## config.mk

```make
export PLATFORM = sky130hd
export DESIGN_NAME = imm_gen_pipe_flat
export DESIGN_NICKNAME = d
export VERILOG_FILES = /design/src/rtl/imm_gen_pipe_if.sv /design/src/rtl/imm_gen_pipe.sv /design/src/flat_wrapper.sv
export SDC_FILE = /design/constraint.sdc
export NUM_CORES = 1
export LEC_CHECK = 0
export CAP_MARGIN = 40
export CORE_MARGIN = 8
export CORE_UTILIZATION = 63
export DETAILED_ROUTE_END_ITERATION = 8
export DONT_BUFFER_PORTS = 1
export GPL_TIMING_DRIVEN = 1
export MAX_ROUTING_LAYER = met4
export PLACE_DENSITY_LB_ADDON = 0.2
export SETUP_SLACK_MARGIN = 0.2
export SLEW_MARGIN = 20
export SYNTH_ARGS = -nofsm -noshare
export SYNTH_HDL_FRONTEND = slang
export SYNTH_SLANG_ARGS = --single-unit
```

## constraint.sdc

```tcl
create_clock -name clk -period 3.3 [get_ports clk]
set_input_delay 0.66 -clock clk [delete_from_list [all_inputs] [get_ports clk]]
set_output_delay 0.66 -clock clk [all_outputs]
set_load 0.1 [all_outputs]
```

## src/rtl/imm_gen_pipe_if.sv

```systemverilog
`default_nettype none
// ============================================================================
//  Module : imm_gen_pipe_if
//  Brief  : Instruction-in / immediate-out handshake bundle for imm_gen_pipe.
//  Rev    : 1.0  initial release
// ============================================================================
interface imm_gen_pipe_if #(
    parameter int XLEN = 32
);
    logic            in_valid;
    logic            in_ready;
    logic [31:0]     instr_in;
    logic            out_valid;
    logic            out_ready;
    logic [XLEN-1:0] imm_out;
    logic [2:0]      imm_type;
    logic            illegal;

    modport slave (
        input  in_valid, instr_in, out_ready,
        output in_ready, out_valid, imm_out, imm_type, illegal
    );

    modport master (
        output in_valid, instr_in, out_ready,
        input  in_ready, out_valid, imm_out, imm_type, illegal
    );
endinterface
`default_nettype wire

```

## src/rtl/imm_gen_pipe.sv

```systemverilog
`default_nettype none
// ============================================================================
//  Module : imm_gen_pipe
//  Brief  : Registered RV32I/RV64I immediate decoder behind a 2-entry skid FIFO,
//           with a saturating illegal-opcode counter.
//  Rev    : 1.0  initial release
// ============================================================================
module imm_gen_pipe #(
    parameter int XLEN  = 32,
    parameter int CNT_W = 16
) (
    input  wire logic             clk,
    input  wire logic             rst,
    input  wire logic             flush,
    imm_gen_pipe_if.slave         bus,
    output logic [CNT_W-1:0]      illegal_count
);
    localparam logic [2:0] c_TYPE_R   = 3'd0;
    localparam logic [2:0] c_TYPE_I   = 3'd1;
    localparam logic [2:0] c_TYPE_S   = 3'd2;
    localparam logic [2:0] c_TYPE_B   = 3'd3;
    localparam logic [2:0] c_TYPE_U   = 3'd4;
    localparam logic [2:0] c_TYPE_J   = 3'd5;
    localparam logic [2:0] c_TYPE_ILL = 3'd7;
    localparam logic [5:0] c_SHAMT_MASK = (XLEN == 64) ? 6'h3F : 6'h1F;

    logic [31:0]     w_instr;
    logic [31:0]     w_imm32;
    logic [XLEN-1:0] w_imm;
    logic [2:0]      w_type;
    logic            w_ill;
    logic            w_push;
    logic            w_pop;
    logic [1:0]      w_count_nxt;

    logic [XLEN-1:0]  r_imm  [2];
    logic [2:0]       r_type [2];
    logic             r_ill  [2];
    logic             r_wr_ptr;
    logic             r_rd_ptr;
    logic [1:0]       r_count;
    logic             r_in_ready;
    logic [CNT_W-1:0] r_ill_cnt;

    assign w_instr = bus.instr_in;

    // Every format is first built as a 32-bit signed value; widening to XLEN is
    // then a plain sign extension (shamt has its top bit clear, so it stays zext).
    always_comb begin
        w_imm32 = 32'd0;
        w_type  = c_TYPE_ILL;
        w_ill   = 1'b1;
        case (w_instr[6:0])
            7'd3, 7'd103: begin
                w_imm32 = {{20{w_instr[31]}}, w_instr[31:20]};
                w_type  = c_TYPE_I;
                w_ill   = 1'b0;
            end
            7'd19: begin
                if (w_instr[14:12] == 3'b001 || w_instr[14:12] == 3'b101)
                    w_imm32 = {26'd0, w_instr[25:20] & c_SHAMT_MASK};
                else
                    w_imm32 = {{20{w_instr[31]}}, w_instr[31:20]};
                w_type = c_TYPE_I;
                w_ill  = 1'b0;
            end
            7'd35: begin
                w_imm32 = {{20{w_instr[31]}}, w_instr[31:25], w_instr[11:7]};
                w_type  = c_TYPE_S;
                w_ill   = 1'b0;
            end
            7'd99: begin
                w_imm32 = {{20{w_instr[31]}}, w_instr[7], w_instr[30:25],
                           w_instr[11:8], 1'b0};
                w_type  = c_TYPE_B;
                w_ill   = 1'b0;
            end
            7'd23, 7'd55: begin
                w_imm32 = {w_instr[31:12], 12'd0};
                w_type  = c_TYPE_U;
                w_ill   = 1'b0;
            end
            7'd111: begin
                w_imm32 = {{12{w_instr[31]}}, w_instr[19:12], w_instr[20],
                           w_instr[30:21], 1'b0};
                w_type  = c_TYPE_J;
                w_ill   = 1'b0;
            end
            7'd51: begin
                w_type = c_TYPE_R;
                w_ill  = 1'b0;
            end
            default: begin
                w_imm32 = 32'd0;
                w_type  = c_TYPE_ILL;
                w_ill   = 1'b1;
            end
        endcase
    end

    generate
        if (XLEN == 64) begin : g_xlen64
            assign w_imm = {{32{w_imm32[31]}}, w_imm32};
        end else begin : g_xlen32
            assign w_imm = w_imm32;
        end
    endgenerate

    // in_ready is the registered view of count<2, so a pop at count==2 cannot admit a push.
    assign w_push = bus.in_valid && r_in_ready;
    assign w_pop  = (r_count != 2'd0) && bus.out_ready;

    always_comb begin
        w_count_nxt = r_count;
        if (w_push && !w_pop)
            w_count_nxt = r_count + 2'd1;
        else if (!w_push && w_pop)
            w_count_nxt = r_count - 2'd1;
    end

    always_ff @(posedge clk) begin
        if (rst) begin
            for (int k = 0; k < 2; k++) begin
                r_imm[k]  <= '0;
                r_type[k] <= 3'd0;
                r_ill[k]  <= 1'b0;
            end
            r_wr_ptr   <= 1'b0;
            r_rd_ptr   <= 1'b0;
            r_count    <= 2'd0;
            r_in_ready <= 1'b1;
            r_ill_cnt  <= '0;
        end else if (flush) begin
            r_wr_ptr   <= 1'b0;
            r_rd_ptr   <= 1'b0;
            r_count    <= 2'd0;
            r_in_ready <= 1'b1;
        end else begin
            if (w_push) begin
                r_imm[r_wr_ptr]  <= w_imm;
                r_type[r_wr_ptr] <= w_type;
                r_ill[r_wr_ptr]  <= w_ill;
                r_wr_ptr         <= ~r_wr_ptr;
                if (w_ill && (r_ill_cnt != {CNT_W{1'b1}}))
                    r_ill_cnt <= r_ill_cnt + CNT_W'(1);
            end
            if (w_pop)
                r_rd_ptr <= ~r_rd_ptr;
            r_count    <= w_count_nxt;
            r_in_ready <= (w_count_nxt != 2'd2);
        end
    end

    assign bus.in_ready  = r_in_ready;
    assign bus.out_valid = (r_count != 2'd0);
    assign bus.imm_out   = r_imm[r_rd_ptr];
    assign bus.imm_type  = r_type[r_rd_ptr];
    assign bus.illegal   = r_ill[r_rd_ptr];
    assign illegal_count = r_ill_cnt;

endmodule
`default_nettype wire
```

## src/flat_wrapper.sv

```systemverilog
// flat-port wrapper written by rule: the top's interface ports become plain ports
module imm_gen_pipe_flat 
#(
    parameter int XLEN  = 32,
    parameter int CNT_W = 16
)
  (clk, rst, flush, illegal_count, bus_in_valid, bus_instr_in, bus_out_ready, bus_in_ready, bus_out_valid, bus_imm_out, bus_imm_type, bus_illegal);
  imm_gen_pipe_if #(.XLEN(XLEN)) bus_i ();
  input  wire logic clk;
  input  wire logic rst;
  input  wire logic flush;
  output logic [CNT_W-1:0] illegal_count;
  input wire logic [$bits(bus_i.in_valid)-1:0] bus_in_valid;
  input wire logic [$bits(bus_i.instr_in)-1:0] bus_instr_in;
  input wire logic [$bits(bus_i.out_ready)-1:0] bus_out_ready;
  output wire logic [$bits(bus_i.in_ready)-1:0] bus_in_ready;
  output wire logic [$bits(bus_i.out_valid)-1:0] bus_out_valid;
  output wire logic [$bits(bus_i.imm_out)-1:0] bus_imm_out;
  output wire logic [$bits(bus_i.imm_type)-1:0] bus_imm_type;
  output wire logic [$bits(bus_i.illegal)-1:0] bus_illegal;
  assign bus_i.in_valid = bus_in_valid;
  assign bus_i.instr_in = bus_instr_in;
  assign bus_i.out_ready = bus_out_ready;
  assign bus_in_ready = bus_i.in_ready;
  assign bus_out_valid = bus_i.out_valid;
  assign bus_imm_out = bus_i.imm_out;
  assign bus_imm_type = bus_i.imm_type;
  assign bus_illegal = bus_i.illegal;
  imm_gen_pipe #(.XLEN(XLEN), .CNT_W(CNT_W)) u_core (.clk(clk), .rst(rst), .flush(flush), .bus(bus_i), .illegal_count(illegal_count));
endmodule
```

==> run metrics, run 1 <==
Clock power frac=0.335; max cap viols=0; hold depth=1; Max Slew Vio Count=0; Root Driver=clkbuf_8; most frequent cells in the layout=edfxtp_1, mux2_2, nor2_1, nand2_1, a21o_1; Setup Fix Bufs, Post-CTS=0; Worst Path Arrival=around 2.4 ns; area growth from synthesis to layout=10.77%; DR iter-0 viols=252; status=complete, no violations; Routed WL per cell=approximately 19 µm; DRC viols=0; Hold Startpoint=rst; CTS buffer count=9; worst reg2reg startpoint=u_core.bus.in_ready; top_reg_cell synth=edfxtp_1; H-tree depth=3; Syn Inst Count=396; FILL cells=550; largest net degree at the start of global routing=37; Worst setup SP type=input pin; multi-input combinational cell area=around 0.0019 mm²; final setup vio count=0; CTS clk-pin slew, worst paths=0.09 ns; nets=451; Post-synth ARST share=0; P_leak=2.060 nW; Synthesis Warnings=0; CP required=3.37 ns; Tot Pwr=0.002560 W; ranking of synthesized cells by area=edfxtp_1, dfxtp_1, mux2_2, a21o_1, nor2_1; Die H=101.0 µm; final hold vios=0; fmax=0.4342 GHz; fraction of layout cells with a size suffix above 1=0.2158; flops & latches, synth=94; Std-Cell Rows=31; worst-skew pair later-pin latency=0.36 ns; Syn Nets=435; post-route antenna net violation count=0; cts hold-fix bufs=0; setup_tns=0 ns; post-synth top area share=0.4749; Cell variety after synth=53; Clock Path Buffers=2; first-pass GRT wire length=15630 µm; Critical Path Fanout Max=19; r2r endpoint=u_core.r_imm[0][13]; Yosys top cell by area=edfxtp_1; Setup CP Type=in -> reg; grt ovf=0; Overall Global Routing Usage=0.2068; sw frac=0.2921; initial antenna violation count=0; Power Density=507.5 mW/mm²; Ant. Diodes=0; critical path capture point type=flip-flop; vias in the first global route=3056; Worst R2R Path Depth=4; Routed WL=9937 µm; Slew HR=0.4495; register area=0.002604 mm²; io pins=91; switching power total=0.0007476 W; worst slew pin tran=0.8248 ns; Worst Hold Path EP=u_core.illegal_count[4]; Die W=101.0 µm; Worst Skew=0.007500 ns; vias per inst=6.050; core area=0.007137 mm²; die area=just over 0.01 mm²; Syn Std Cell Area=0.004553 mm²; RSZ-0062 raised after global routing=false; worst reg-to-reg setup slack=1.07 ns; Mean Syn Cell Area=11.50 µm²; clock sink total=94; Worst Hold Class=in -> reg; number of flops mapped to enable cells by yosys=~70; sequential area share after synthesis=0.5716; DPL Wire Length=roughly 7000 µm; Initial Utilization=0.6380; VDD IR max=0.3671 mV; sequential power share=0.518; gpl congestion=0.8415; CTS tree=built; minimum clock period=2.303 ns; period utilization=0.6980; vias=3122; number of gates resized after cts=0; total iterations of the first detailed-routing run=4; Internal=0.001812 W; PortBufs=0; commonest non-fill, non-tap cell in the layout=edfxtp_1; combinational share of power=0.147
registers in the layout, summed over array words and instances (netlist names), named ones only:
register              flops
u_core.r_imm             64
u_core.r_rd_ptr           1
u_core.r_wr_ptr           1
u_core.illegal_count     16
u_core.bus.in_ready       1
u_core.r_type             6
u_core.r_count            2
u_core.r_ill              2
how the worst max path moves through the flow:
stage / cells after the start / end / startpoint
after floorplan: 4 / u_core.r_ill[0] / u_core.bus.in_ready
after global placement: 4 / u_core.r_imm[0][14] / flush
after detailed placement: 4 / u_core.r_imm[0][17] / flush
after CTS: 1 / bus_imm_type[2] / flip-flop
after global routing: 5 / u_core.r_imm[0][26] / flush
final: 4 / u_core.r_imm[0][13] / flush
area by class of cell:
type                    instances  share of cell area
clock inverters                 7             0.02059
multi-input cells             278              0.3677
inverters                       5            0.003721
repair buffers                 24             0.04267
clock buffers                   9             0.02456
flip-flops and latches         94              0.5162
well taps                      99             0.02456
cell families (layout without fill, tap and decap cells):
| kind of cell | Yosys count | count (layout) | synth area share |
|---|---|---|---|
| adder cells (fa/ha/maj) | 4 | 4 | 0.009892 |
| AO/OA/AOI/OAI | 79 | 79 | 0.1165 |
| flip-flops | 94 | 94 | 0.5716 |
| AND/OR/NAND/NOR | 150 | 150 | 0.1698 |
| XOR/XNOR | 4 | 4 | 0.007696 |
| multiplexers | 41 | 41 | 0.1009 |
| buffers and inverters | 24 | 45 | 0.02363 |
power by group through the flow:
stage          Clock, W  Sequential, W  Combinational (W)
3_5_place_dp          0        0.00136           0.000370
5_1_grt        0.000919        0.00133           0.000391
6_report       0.000858        0.00132           0.000377
4_1_cts        0.000873        0.00133           0.000372
3_3_place_gp          0        0.00136           0.000367
2_1_floorplan         0        0.00137           0.000329
critical path, stage by stage:
cell and delay [ns]:
or2_1 0.29, or3_1 0.66, nand2b_2 0.51, buf_12 0.24
routing by layer:
metal	GRT usage	wire length [µm]	vias to the layer above
met3	0.09392	1186	7
li1	-	-	1494
met2	0.3189	4696	115
met1	0.2306	3948	1506
met5	-	0	-
met4	0.07904	106	0
cell usage after synthesis (all sizes together) (3+ instances only):
cell,n
nand3,6
clkbuf,13
or3,11
nand2,34
nand2b,5
nor3b,3
mux2,39
a22oi,4
nor2b,6
nor2,37
dfxtp,22
a21oi,18
nor3,9
or4,3
nand4,7
edfxtp,72
buf,6
and2,14
inv,5
o21ai,13
o2111ai,3
a21o,29
nor4,3
and3,4
through the flow:
step	hold WS [ns]	std cells	cell area, µm²	setup slack [ns]	util
CTS	0.3334	514	5016	0.6173	0.7028
floorplan	0.4813	396	4553	0.2522	-
global route	0.3253	516	5044	0.8969	0.7067
finish	0.3559	516	5044	0.9967	0.7067
global placement	0.5030	496	4776	0.6830	0.6692
detailed placement	0.5118	498	4788	0.6354	0.6709
No activity file was read; power rests on OpenSTA's default activity.
==> run 2, diff against run 1 <==
CORE_UTILIZATION = 57   (was 63)
clock period = 2 ns   (was 3.3 ns; I/O delays follow)
==> run metrics, run 2 (same netlist as run 1, synthesis figures left out) <==
Clock Path Buffers=2 (unchanged); io pins=91 (unchanged); die area=0.01110 mm² (+8.8%); fmax=approximately 0.54 GHz; Worst Path Arrival=1.45 ns (-0.92 ns); post-route antenna net violation count=0 (unchanged); P_leak=2.288 nW (+11%); VDD IR max=0.3810 mV (+3.8%); Tot Pwr=0.004102 W (+60%); Slowest Stage Delay on Critical Path=0.46 ns (-0.20 ns); clock sink total=94 (unchanged); cts hold-fix bufs=0 (unchanged); switching power total=0.001295 W (+73%); max reg flops=64 (unchanged); worst-skew pair later-pin latency=0.36 ns (about the same); Routed WL per cell=19.64 µm (+2.0%); commonest non-fill, non-tap cell in the layout=edfxtp_1; Power Density=749.4 mW/mm² (+48%); vias=3224 (+3.3%); fraction of layout cells with a size suffix above 1=0.3165 (+0.1007); CTS buffer count=9 (unchanged); Std-Cell Rows=32 (+3.2%); final hold vios=0 (unchanged); multi-input combinational cell area=0.002053 mm² (+11%); Worst Hold Class=in -> reg; Die H=105.4 µm (+4.3%); hold depth=1 (unchanged); grt ovf=0 (unchanged); FILL cells=574 (+4.4%); PortBufs=0 (unchanged); final setup vio count=0 (unchanged); placed insts=521 (+4.6%); sequential power share=0.530 (+0.012); gpl congestion=0.8890 (+5.6%); sw frac=0.3157 (+0.02360); status=complete, no violations; CP required=1.60 ns (-1.77 ns); Worst path depth=2 (-2); H-tree depth=3 (unchanged); Worst setup SP type=flip-flop; Initial Utilization=0.5892 (-0.04876); Routed WL=10570 µm (+6.3%); most frequent cells in the layout=edfxtp_1, mux2_4, nor2_1, buf_4, nand2_1; RSZ-0062 raised after global routing=true; Critical Path Fanout Max=18 (-1); post-layout instance area=0.005473 mm² (+8.5%); Internal=0.002807 W (+55%); DPL Wire Length=7485 µm (+6.6%); Worst Skew=0.01144 ns (+0.003939 ns); Clock power frac=0.301 (-0.034); period utilization=0.9245; Top Family by Delay on Critical Path=multiplexers; Biggest register=u_core.r_imm; Overall Global Routing Usage=0.1963 (-0.01052); initial antenna violation count=0 (unchanged); Setup CP Type=reg -> out; setup_tns=0 ns (unchanged); worst slew pin tran=0.4551 ns (-0.3697 ns); core area=0.007727 mm² (+8.3%); register area=0.002665 mm² (+2.4%); first-pass GRT wire length=16960 µm (+8.5%); largest net degree at the start of global routing=28 (-24%); Max Slew Vio Count=0 (unchanged); total iterations of the first detailed-routing run=5 (+1); DRC viols=0 (unchanged); area growth from synthesis to layout=20.20%; minimum clock period=1.849 ns; Root Driver=clkbuf_8; vias in the first global route=3217 (+5.3%); critical path capture point type=output pin; vias per inst=5.993 (-0.96%); CTS tree=built; crit-path cells=buf_12 > mux2_4; nets=470 (+4.2%); Crit path buffers/inverters=1 (unchanged); Ant. Diodes=0 (unchanged); DR iter-0 viols=258 (+2.4%); CTS clk-pin slew, worst paths=0.10 ns (about the same); Non-Filler Instances=538 (+4.3%); Die W=105.4 µm (+4.3%); max cap viols=0 (unchanged); combinational share of power=0.169 (+0.022); Slew HR=0.6938 (+0.2443); final hold slack=0.09473 ns (-0.2612 ns); Worst R2R Path Depth=6 (+2); DP Area=0.005151 mm² (+7.6%); Slowest-stage cell, CP=mux2_4
[run 2: cell count changes in the layout (fill, tap and decap cells not counted), sizes merged]
cell / previous run / this run
buf: 24 / 43
bufinv: 2 / 0
clkinv: 0 / 4
clkinvlp: 2 / 0
[run 2: layout make-up]
class	instances	share of cell area
multi-input cells	278	0.3752
repair buffers	43	0.07453
clock inverters	7	0.01395
flip-flops and latches	94	0.4870
clock buffers	9	0.02263
inverters	5	0.003429
well taps	102	0.02332
[run 2: stage by stage]
stage	utilization	worst slack, ns
finish	0.7082	0.1510
global route	0.7082	0.1268
CTS	0.7042	0.1407
detailed placement	0.6666	0.1097
global placement	0.6666	0.1365
floorplan	-	-0.0007327
[run 2: worst reg2reg max path: stages (launching register included)]
cell	delay, ns
dfxtp_4	0.35
buf_4	0.29
and4_1	0.25
and2_1	0.18
o21ai_0	0.12
or3_1	0.33
a21oi_1	0.14
[run 2: final timing paths]
kind                       startpoint                       end  slack [ns]
max                         flip-flop           bus_imm_out[28]        0.15
min                               rst   u_core.illegal_count[6]        0.09
max reg2reg  u_core.illegal_count[11]  u_core.illegal_count[13]        0.28
min reg2reg   u_core.illegal_count[2]   u_core.illegal_count[2]        0.52
[run 2: power groups by stage]
stage                     Clock [W]  Combinational [W]  Sequential (W)
final                       0.00124           0.000693         0.00217
after global routing        0.00133           0.000721         0.00218
after CTS                   0.00126           0.000694         0.00217
after detailed placement          0           0.000674         0.00222
after global placement            0           0.000665         0.00221
after floorplan                   0           0.000570         0.00223
[run 2: per-layer routing]
metal,track usage,up-vias,wire length [µm]
met1,0.2366,1598,4337
met5,-,-,0
met2,0.3103,82,5211
li1,-,1538,-
met3,0.05664,6,923
met4,0.06422,0,94
[run 2: what timing repair did]
item	4_1_cts	5_1_grt
resized for setup	18	9
cloned	1	0
setup endpoints to repair	36	45
pin swaps	0	0
buffers inserted	0	0
